<file path="config.mk">
export PLATFORM = sky130hd
export DESIGN_NAME = gray_decade_sequencer
export DESIGN_NICKNAME = d
export VERILOG_FILES = /design/src/rtl/gray_seq_pkg.sv /design/src/rtl/gray_step_prescaler.sv /design/src/rtl/gray_decade_sequencer.sv
export SDC_FILE = /design/constraint.sdc
export NUM_CORES = 1
export LEC_CHECK = 0
export BUFFER_PORTS_ARGS = -buffer_cell sky130_fd_sc_hd__buf_2
export CORE_MARGIN = 2
export CORE_UTILIZATION = 60
export CTS_CLUSTER_DIAMETER = 150
export DETAILED_ROUTE_END_ITERATION = 10
export PLACE_DENSITY = 0.86
export SLEW_MARGIN = 0
export SYNTH_ARGS = -nofsm -noshare
export SYNTH_HDL_FRONTEND = slang
export SYNTH_SLANG_ARGS = --single-unit
</file>
<file path="constraint.sdc">
create_clock -name CLK -period 3.7 [get_ports CLK]
set_input_delay 0.185 -clock CLK [delete_from_list [all_inputs] [get_ports CLK]]
set_output_delay 0.185 -clock CLK [all_outputs]
set_load 0.05 [all_outputs]
</file>
<file path="src/rtl/gray_seq_pkg.sv">
// Shared types and helpers for the Gray decade sequencer: FSM states,
// the decimal-to-Gray map of the decoder, and the expected one-hot feedback.
package gray_seq_pkg;

    typedef enum logic [2:0] {
        IDLE,
        STEP,
        SETTLE,
        CHECK,
        FIN
    } seq_state_t;

    localparam logic [3:0] DIGIT_MAX = 4'd9;

    // Adjacent digits differ in exactly one bit, so a one-digit walk is glitch free.
    function automatic logic [3:0] dec2gray(input logic [3:0] dig);
        logic [3:0] g;
        case (dig)
            4'd0:    g = 4'b0000;
            4'd1:    g = 4'b0001;
            4'd2:    g = 4'b0011;
            4'd3:    g = 4'b0010;
            4'd4:    g = 4'b0110;
            4'd5:    g = 4'b0111;
            4'd6:    g = 4'b0101;
            4'd7:    g = 4'b0100;
            4'd8:    g = 4'b1100;
            4'd9:    g = 4'b1101;
            default: g = 4'b0000;
        endcase
        return g;
    endfunction

    function automatic logic [9:0] onehot10(input logic [3:0] dig);
        logic [9:0] oh;
        oh = '0;
        if (dig <= DIGIT_MAX) begin
            oh = 10'd1 << dig;
        end
        return oh;
    endfunction

endpackage

</file>
<file path="src/rtl/gray_step_prescaler.sv">
// Divides the clock into digit steps: tick marks the last cycle of each
// STEP_DIV-cycle interval while enabled.
module gray_step_prescaler #(
    parameter int STEP_DIV = 4
) (
    input  logic CLK,
    input  logic RST,
    input  logic clr,
    input  logic en,
    output logic tick
);

    localparam int CNT_W = (STEP_DIV > 1) ? $clog2(STEP_DIV) : 1;
    localparam logic [CNT_W-1:0] TERM = CNT_W'(STEP_DIV - 1);

    logic [CNT_W-1:0] cnt;

    assign tick = en && (cnt == TERM);

    always_ff @(posedge CLK) begin
        if (RST || clr) begin
            cnt <= '0;
        end else if (en) begin
            cnt <= tick ? '0 : cnt + CNT_W'(1);
        end
    end

endmodule

</file>
<file path="src/rtl/gray_decade_sequencer.sv">
// Walks the Gray decoder input one digit at a time toward a requested digit,
// waits for it to settle, then checks the decoder's one-hot feedback.
module gray_decade_sequencer
    import gray_seq_pkg::*;
#(
    parameter int STEP_DIV   = 4,
    parameter int SETTLE_CYC = 2
) (
    input  logic       CLK,
    input  logic       RST,
    input  logic       REQ_VALID,
    output logic       REQ_READY,
    input  logic [3:0] TARGET,
    input  logic [9:0] Y_FB,
    output logic       D,
    output logic       C,
    output logic       B,
    output logic       A,
    output logic       BUSY,
    output logic       DONE,
    output logic       ERR,
    output logic       MISMATCH
);

    localparam int SW = (SETTLE_CYC > 1) ? $clog2(SETTLE_CYC) : 1;
    localparam logic [SW-1:0] SETTLE_LAST = SW'(SETTLE_CYC - 1);

    seq_state_t state, state_nx;
    logic [3:0] pos, pos_nx, tgt;
    logic [3:0] dcba;
    logic       dir_up;
    logic [SW-1:0] settle_cnt;
    logic       err_q, mism_q;
    logic       accept, legal, tick;

    assign accept = (state == IDLE) && REQ_VALID;
    assign legal  = (TARGET <= DIGIT_MAX);
    assign pos_nx = dir_up ? pos + 4'd1 : pos - 4'd1;

    gray_step_prescaler #(
        .STEP_DIV(STEP_DIV)
    ) u_prescaler (
        .CLK (CLK),
        .RST (RST),
        .clr (accept),
        .en  (state == STEP),
        .tick(tick)
    );

    always_ff @(posedge CLK) begin
        if (RST) begin
            state <= IDLE;
        end else begin
            state <= state_nx;
        end
    end

    always_comb begin
        state_nx = state;
        case (state)
            IDLE:    if (REQ_VALID && legal) state_nx = (TARGET == pos) ? SETTLE : STEP;
            STEP:    if (tick && (pos_nx == tgt)) state_nx = SETTLE;
            SETTLE:  if (settle_cnt == SETTLE_LAST) state_nx = CHECK;
            CHECK:   state_nx = FIN;
            FIN:     state_nx = IDLE;
            default: state_nx = IDLE;
        endcase
    end

    // Request target and direction are only meaningful after an accept.
    always_ff @(posedge CLK) begin
        if (accept && legal) begin
            tgt    <= TARGET;
            dir_up <= (TARGET > pos);
        end
    end

    always_ff @(posedge CLK) begin
        if (RST) begin
            pos        <= 4'd0;
            dcba       <= 4'b0000;
            settle_cnt <= '0;
            err_q      <= 1'b0;
            mism_q     <= 1'b0;
        end else begin
            err_q      <= accept && !legal;
            settle_cnt <= (state == SETTLE) ? settle_cnt + SW'(1) : '0;
            if (accept && legal) begin
                mism_q <= 1'b0;
            end else if ((state == CHECK) && (Y_FB != onehot10(pos))) begin
                mism_q <= 1'b1;
            end
            if ((state == STEP) && tick) begin
                pos  <= pos_nx;
                dcba <= dec2gray(pos_nx);
            end
        end
    end

    assign {D, C, B, A} = dcba;
    assign REQ_READY    = (state == IDLE);
    assign BUSY         = (state != IDLE);
    assign DONE         = (state == FIN);
    assign ERR          = err_q;
    assign MISMATCH     = mism_q;

endmodule

</file>
==> reports/metrics.cfg, run 1 <==
[run_status]
outcome = finished, final reports clean

[placed_design]
globalplace.congestion = 0.896
place_ws_ns = 1.18
hpwl_um = 2650
port_buffers = 25

[grt]
grt_pass1_wl_um = 5680
antenna_found_initial = 0
gr-total-overflow = 0
grt_start_max_net_pins = 18
grt_pass1_vias = 1268
track_usage_pct = 27.0

[sta]
slew_viol_final = 0
grt_setup_unrepaired = false
fmax_mhz = 386
worstMarginPinSlew_ns = 0.687
relSlewSlack_pct = 53.8
fin_crit_sh_pct = 70.1
skew_ns = 0.00604
period_needed_ns = 2.59
finalSetupViolations = 0
fin_ws_ns = 1.11
finalSetupTns_ns = 0
hold_violations = 0

[floorplanning]
dieArea_um2 = 2910
io_pins = 26
std_cell_rows = 18
fp.dieW_um = 54.0
start_util_pct = 61.6
core_area_um2 = 2430
fp.dieH_um = 54.0

[min_path]
min_path_type = in2reg

[synthesis]
synth.avg_cell_area_um2 = 8.77
ys_seq_area_share_pct = 31.4
ys_warn_count = 0
synth_edf_count = 5
synthCells = 171
synthDistinctLibCells = 57
synth-seq-cells = 21
ys.flop_type = dfxtp_1
syn_area_um2 = 1500
synth_nets = 198
async_flop_share_pct = 0

[worst_setup_path]
cp.required_ns = 3.90
crit_fanout = 17
cpLargestDelayFamily = flip-flops
cp_data_arrival_time_ns = 2.80
crit_path_max_incr_delay_ns = 0.73
cp-start-kind = flip-flop
critical_path_class = reg2reg
path_cells = inv_1, fa_1, xor3_1, nand4_1, a221oi_1, nor3_1
end_kind = flip-flop
crit_buf_inv = 1
critPathSlowestCell = dfxtp_1

[final_layout]
final_cell_mix = buf_2, nor2_1, dfxtp_1, inv_1, ha_1
multiInputGateArea_um2 = 923
synthToLayoutAreaGrowth_pct = 9.85
drive_gt1_share_pct = 18.1
fill_cells = 207
nets = 221
final-seq-area_um2 = 470
insertedDiodeCount = 0
layout_commonest_cell = buf_2

[route]
ant_nets = 0
drt_wl_total_um = 3440
drt-initial-drc-count = 42
viasPerCell = 6.18
first_pass_iters = 4
vias = 1379
wl_per_cell_um = 15.4
drc = 0

[clocking]
insertion_delay_ns = 0.31
clock_sinks = 21
cts_setup_buffers = 0
cts_made_buffers = 3
post_cts_resized = 0
clkSlewWorstSetupHoldPaths_ns = 0.12
cts_max_level = 1
holdBufCountCts = 0
cts_tree = done
clock-root-buffer = clkbuf_4
cts.path.max_buffers = 2

[pwr]
p_per_area_nw_per_um2 = 286
vdd_drop_max_uv = 252
p_leak_nw = 0.666

[job]
maxCapViolCount = 0

[metal layers]
metal	up-vias	share of wire [%]	wire length, um	track usage, %
met2	46	50	1710	47.8
met3	2	6.6	228	5.28
met5	-	0	0	0
met4	0	0.35	12	4.17
li1	682	-	-	-
met1	649	43	1490	34.5
[cells in the mapped netlist (3+ instances only)]
cell      count  share of area, %
a21oi_1       6               2.0
nand4_1       5               2.1
dfxtp_1      16                21
edfxtp_1      5                10
nand3b_1      4               2.0
ha_1          9               7.5
or3_1         3               1.3
a211oi_1      5               2.5
or3b_2        3               1.8
nand2_1       6               1.5
xor2_1        3               1.8
o21ai_0       8               2.7
buf_2         3               1.0
xnor2_1       3               1.8
nor3_1        4               1.3
inv_1        16               4.0
nor2_1       19               4.8
nor4_1        3               1.3
nor2b_1       3               1.3
nand3_1       4               1.3
[flip-flops by register name, indices dropped and copies added (netlist names)]
name             cells
dir_up               1
state                3
u_prescaler.cnt      2
dcba                 4
tgt                  4
settle_cnt           1
ERR                  1
pos                  4
MISMATCH             1
[logic make-up (layout without fill, tap and decap cells)]
group                      Yosys count  after routing  synth area share, %
and+or+nand+nor                     62             62                 22.9
AOI/OAI and AO/OA                   45             45                 22.6
buffers and inverters               24             46                 7.01
DFF                                 21             21                 31.4
adders and majority gates           10             10                 8.85
xor gates and xnor gates             8              8                 6.59
muxes                                1              1                0.668
[path summary, 6_finish.rpt]
kind              slack (ns)  depth (start not counted)                   from                     to
hold reg to reg         0.43                          1  settle_cnt$_SDFF_PP0_  settle_cnt$_SDFF_PP0_
setup / recovery        1.11                          6    pos[0]$_SDFFE_PP0P_  state[0]$_SDFFE_PP0P_
hold / removal          0.07                          1              TARGET[0]       tgt[0]$_DFFE_PP_
setup reg to reg        1.11                          6    pos[0]$_SDFFE_PP0P_  state[0]$_SDFFE_PP0P_
[cell type report]
type,count,share of cell area (%)
clock buffers,4,1.60
inverters,17,3.88
multi-input cells,126,56.1
flip-flops and latches,21,28.6
well taps,30,2.28
repair buffers,25,7.60
[worst reg2reg max path: cells and delay by family (launching register included)]
kind | cells | cell delay, ns
AOI/OAI and AO/OA | 1 | 0.29
xor gates and xnor gates | 1 | 0.41
adders and majority gates | 1 | 0.55
buffers and inverters | 1 | 0.29
DFF | 1 | 0.73
and+or+nand+nor | 2 | 0.23
[through the flow]
stage	instance area (um2)	hold WS [ns]	std cells	util, %	total power, mW
5_1_grt	1650	0.0531	223	67.7	0.495
4_1_cts	1650	0.0630	223	67.7	0.471
3_5_place_dp	1620	0.384	219	66.6	0.363
3_3_place_gp	1620	0.379	219	66.6	0.358
2_1_floorplan	1500	0.254	171	-	0.332
6_report	1650	0.0691	223	67.7	0.471
[power by group]
part | total (mW) | internal (mW) | switching [mW]
combinational | 0.107 | 0.0395 | 0.0671
sequential | 0.253 | 0.245 | 0.00861
clock | 0.111 | 0.0421 | 0.0693
total | 0.471 | 0.326 | 0.145
No activity file was read; power rests on OpenSTA's default activity.
==> run 2: changes to the inputs <==
--- a/config.mk
+++ b/config.mk
@@ -5,12 +5,13 @@
 export SDC_FILE = /design/constraint.sdc
 export NUM_CORES = 1
 export LEC_CHECK = 0
+export ABC_AREA = 1
 export BUFFER_PORTS_ARGS = -buffer_cell sky130_fd_sc_hd__buf_2
 export CORE_MARGIN = 2
-export CORE_UTILIZATION = 60
+export CORE_UTILIZATION = 50
 export CTS_CLUSTER_DIAMETER = 150
 export DETAILED_ROUTE_END_ITERATION = 10
-export PLACE_DENSITY = 0.86
+export PLACE_DENSITY = 0.76
 export SLEW_MARGIN = 0
 export SYNTH_ARGS = -nofsm -noshare
 export SYNTH_HDL_FRONTEND = slang
==> constraint.sdc (replaced) <==
create_clock -name CLK -period 2.15 [get_ports CLK]
set_input_delay 0.1075 -clock CLK [delete_from_list [all_inputs] [get_ports CLK]]
set_output_delay 0.1075 -clock CLK [all_outputs]
set_load 0.05 [all_outputs]
==> reports/metrics.cfg, run 2 <==
[pwr]
p_per_area_nw_per_um2 = 683  ; +140%
p_sw_uw = 507  ; +250%
p_sw_share_pct = 42.8  ; +12 points
vdd_drop_max_uv = 877  ; +250%
power.share.clock_pct = 16.8  ; -6.8 points
internal_power_uw = 676  ; +110%
p_leak_nw = 0.850  ; +28%
combPwrFrac_pct = 41.5  ; +19 points
pwr-share-seq_pct = 41.7  ; -12 points

[worst_setup_path]
critPathSlowestCell = edfxtp_1
critPathMostFrequentCell = nand2_1
cpLargestDelayFamily = simple AND/OR/NAND/NOR gates
crit_buf_inv = 2  ; +1
cp.required_ns = 2.38  ; -1.52 ns
critical_path_class = reg2reg
cp_data_arrival_time_ns = 2.07  ; -0.73 ns
crit_path_max_incr_delay_ns = 0.46  ; -0.27 ns
cp-start-kind = flip-flop
path_cells = inv_1, ha_1, or2_1, nand3_1, nand2_2, nand2_1, nand3_1, nand2_1, o21ai_1, nand2_1, inv_1
end_kind = flip-flop
crit_fanout = 4  ; -13

[grt]
gr-total-overflow = 0  ; unchanged
grt_pass1_vias = 1277  ; +0.71%
grt_start_max_net_pins = 14  ; -4
grt_pass1_wl_um = 5380  ; -5.3%
track_usage_pct = 20.2  ; -6.7 points
antenna_found_initial = 0  ; unchanged

[run_status]
outcome = finished with violations
violations = design-rule violations

[floorplanning]
start_util_pct = 53.8  ; -7.8 points
std_cell_rows = 19  ; +1
dieArea_um2 = 3470  ; +19%
fp.dieH_um = 58.9  ; +9.2%
core_area_um2 = 2810  ; +15%
fp.dieW_um = 58.9  ; +9.2%
io_pins = 26  ; unchanged

[sta]
grt_setup_unrepaired = false
finalSetupViolations = 0  ; unchanged
slew_viol_final = 0  ; unchanged
relSlewSlack_pct = 71.8  ; +18 points
finalSetupTns_ns = 0  ; unchanged
worstMarginPinSlew_ns = 0.422  ; -0.266 ns
period_needed_ns = 1.84  ; -0.751 ns
fin_crit_sh_pct = 85.6  ; +16 points
fin_ws_ns = 0.309  ; -0.799 ns
skew_ns = 0.00292  ; -0.00312 ns
hold_violations = 0  ; unchanged
fmax_mhz = 543  ; +41%

[route]
viasPerCell = 5.08  ; -18%
drt-initial-drc-count = 34  ; -19%
wl_per_cell_um = 11.1  ; -28%
first_pass_iters = 7  ; +3
ant_nets = 0  ; unchanged
drt_wl_total_um = 3050  ; -11%
vias = 1392  ; +0.94%
drc = 1  ; +1

[final_layout]
final_cell_mix = nand2_1, buf_2, inv_1, dfxtp_1, nor2_1
top_regs = dcba x4, pos x4, tgt x4
insertedDiodeCount = 0  ; unchanged
layout_commonest_cell = nand2_1
nets = 271  ; +23%
synthToLayoutAreaGrowth_pct = 14.8
drive_gt1_share_pct = 24.7  ; +6.6 points

[synthesis]
synth.most_common_cell = nand2_1
synth_top_area_cell = dfxtp_1
synth_edf_count = 5  ; unchanged
ys_seq_area_share_pct = 31.2  ; -0.21 points
synthTopCellsByCount = nand2_1, inv_1, dfxtp_1, nor2_1, a21oi_1
async_flop_share_pct = 0  ; unchanged
synth_area_leaders = dfxtp_1, nand2_1, edfxtp_1
synth_nets = 238  ; +20%
syn_area_um2 = 1510  ; +0.67%
synthCells = 211  ; +23%
synth.avg_cell_area_um2 = 7.15  ; -18%
synthDistinctLibCells = 30  ; -47%
ys_warn_count = 0  ; unchanged
synth_top_area_share_pct = 21.2  ; -0.14 points
synth-seq-cells = 21  ; unchanged
ys.flop_type = dfxtp_1

[clocking]
cts_setup_buffers = 0  ; unchanged
cts_max_level = 1  ; unchanged
insertion_delay_ns = 0.31  ; about the same
clock-root-buffer = clkbuf_4
cts.path.max_buffers = 2  ; unchanged
cts_made_buffers = 3  ; unchanged
clock_sinks = 21  ; unchanged
clkSlewWorstSetupHoldPaths_ns = 0.12  ; about the same
cts_tree = done

[placed_design]
place_ws_ns = 0.219  ; -0.962 ns
hpwl_um = 2490  ; -5.9%
port_buffers = 25  ; unchanged
globalplace.congestion = 0.838  ; -6.5%

[min_path]
min_path_type = in2reg

[job]
maxCapViolCount = 0  ; unchanged

run 2: changes by cell type after synthesis, sizes merged, moves of 3 or more:
cell / previous run / this run
a211oi: 6 / 0
a21oi: 6 / 13
buf: 5 / 2
inv: 16 / 32
nand2: 6 / 68
nand3: 4 / 11
nor2: 19 / 22
nor2b: 3 / 0
or3: 3 / 0
or3b: 3 / 0
run 2: final cells by class:
cell class,instances,area (um2)
Tap cell,31,38.8
Timing Repair Buffer,31,180
Fill cell,281,1070
Clock inverter,1,7.51
Sequential cell,21,472
Inverter,32,123
Multi-Input combinational cell,155,890
Clock buffer,3,22.5
run 2: kinds of logic after synthesis:
kind of cell / share of synthesized area (%)
AOI/OAI and AO/OA: 8.87
xor gates and xnor gates: 1.16
adders and majority gates: 8.79
buffers and inverters: 9.87
DFF: 31.2
and+or+nand+nor: 40.1
run 2: per-stage QoR:
stage	util, %	cell area [um2]	std cells	hold WS (ns)	power, mW
6_report	61.8	1730	274	0.0508	1.18
5_1_grt	61.8	1730	274	0.0354	1.27
4_1_cts	61.4	1720	273	0.00218	1.20
3_5_place_dp	59.2	1660	266	0.303	0.989
3_3_place_gp	59.2	1660	266	0.302	0.983
2_1_floorplan	-	1510	211	0.206	0.882
run 2: layer usage:
metal / track usage, % / wire (um) / vias to the layer above
li1: - / - / 742
met1: 25.0 / 1420 / 624
met2: 35.2 / 1500 / 22
met3: 3.96 / 98 / 4
met4: 6.49 / 27 / 0
met5: 0 / 0 / -
run 2: worst reg2reg max path, stage by stage (launching register included):
cell	delay, ns
edfxtp_1	0.46
inv_1	0.16
ha_1	0.28
or2_1	0.25
nand3_1	0.13
nand2_2	0.10
nand2_1	0.07
nand3_1	0.08
nand2_1	0.08
o21ai_1	0.06
nand2_1	0.05
inv_1	0.04
run 2: what timing repair did:
action,CTS,global route
gates resized for setup,0,1
hold buffers,3,1
endpoints found under the hold margin,3,1
setup endpoints to repair,0,1
run 2: final timing paths:
kind	from	to	slack [ns]	cells after the start
max	dir_up$_DFFE_PP_	state[0]$_SDFFE_PP0P_	0.31	11
min	REQ_VALID	ERR$_SDFF_PP0_	0.05	3
max reg2reg	dir_up$_DFFE_PP_	state[0]$_SDFFE_PP0P_	0.31	11
min reg2reg	settle_cnt$_SDFF_PP0_	settle_cnt$_SDFF_PP0_	0.43	1
run 2: power by group through the flow:
| stage | sequential, mW | clock [mW] | combinational [mW] |
|---|---|---|---|
| 5_1_grt | 0.499 | 0.226 | 0.547 |
| 2_1_floorplan | 0.506 | 0 | 0.376 |
| 3_3_place_gp | 0.501 | 0 | 0.482 |
| 6_report | 0.493 | 0.199 | 0.491 |
| 3_5_place_dp | 0.502 | 0 | 0.487 |
| 4_1_cts | 0.493 | 0.209 | 0.494 |
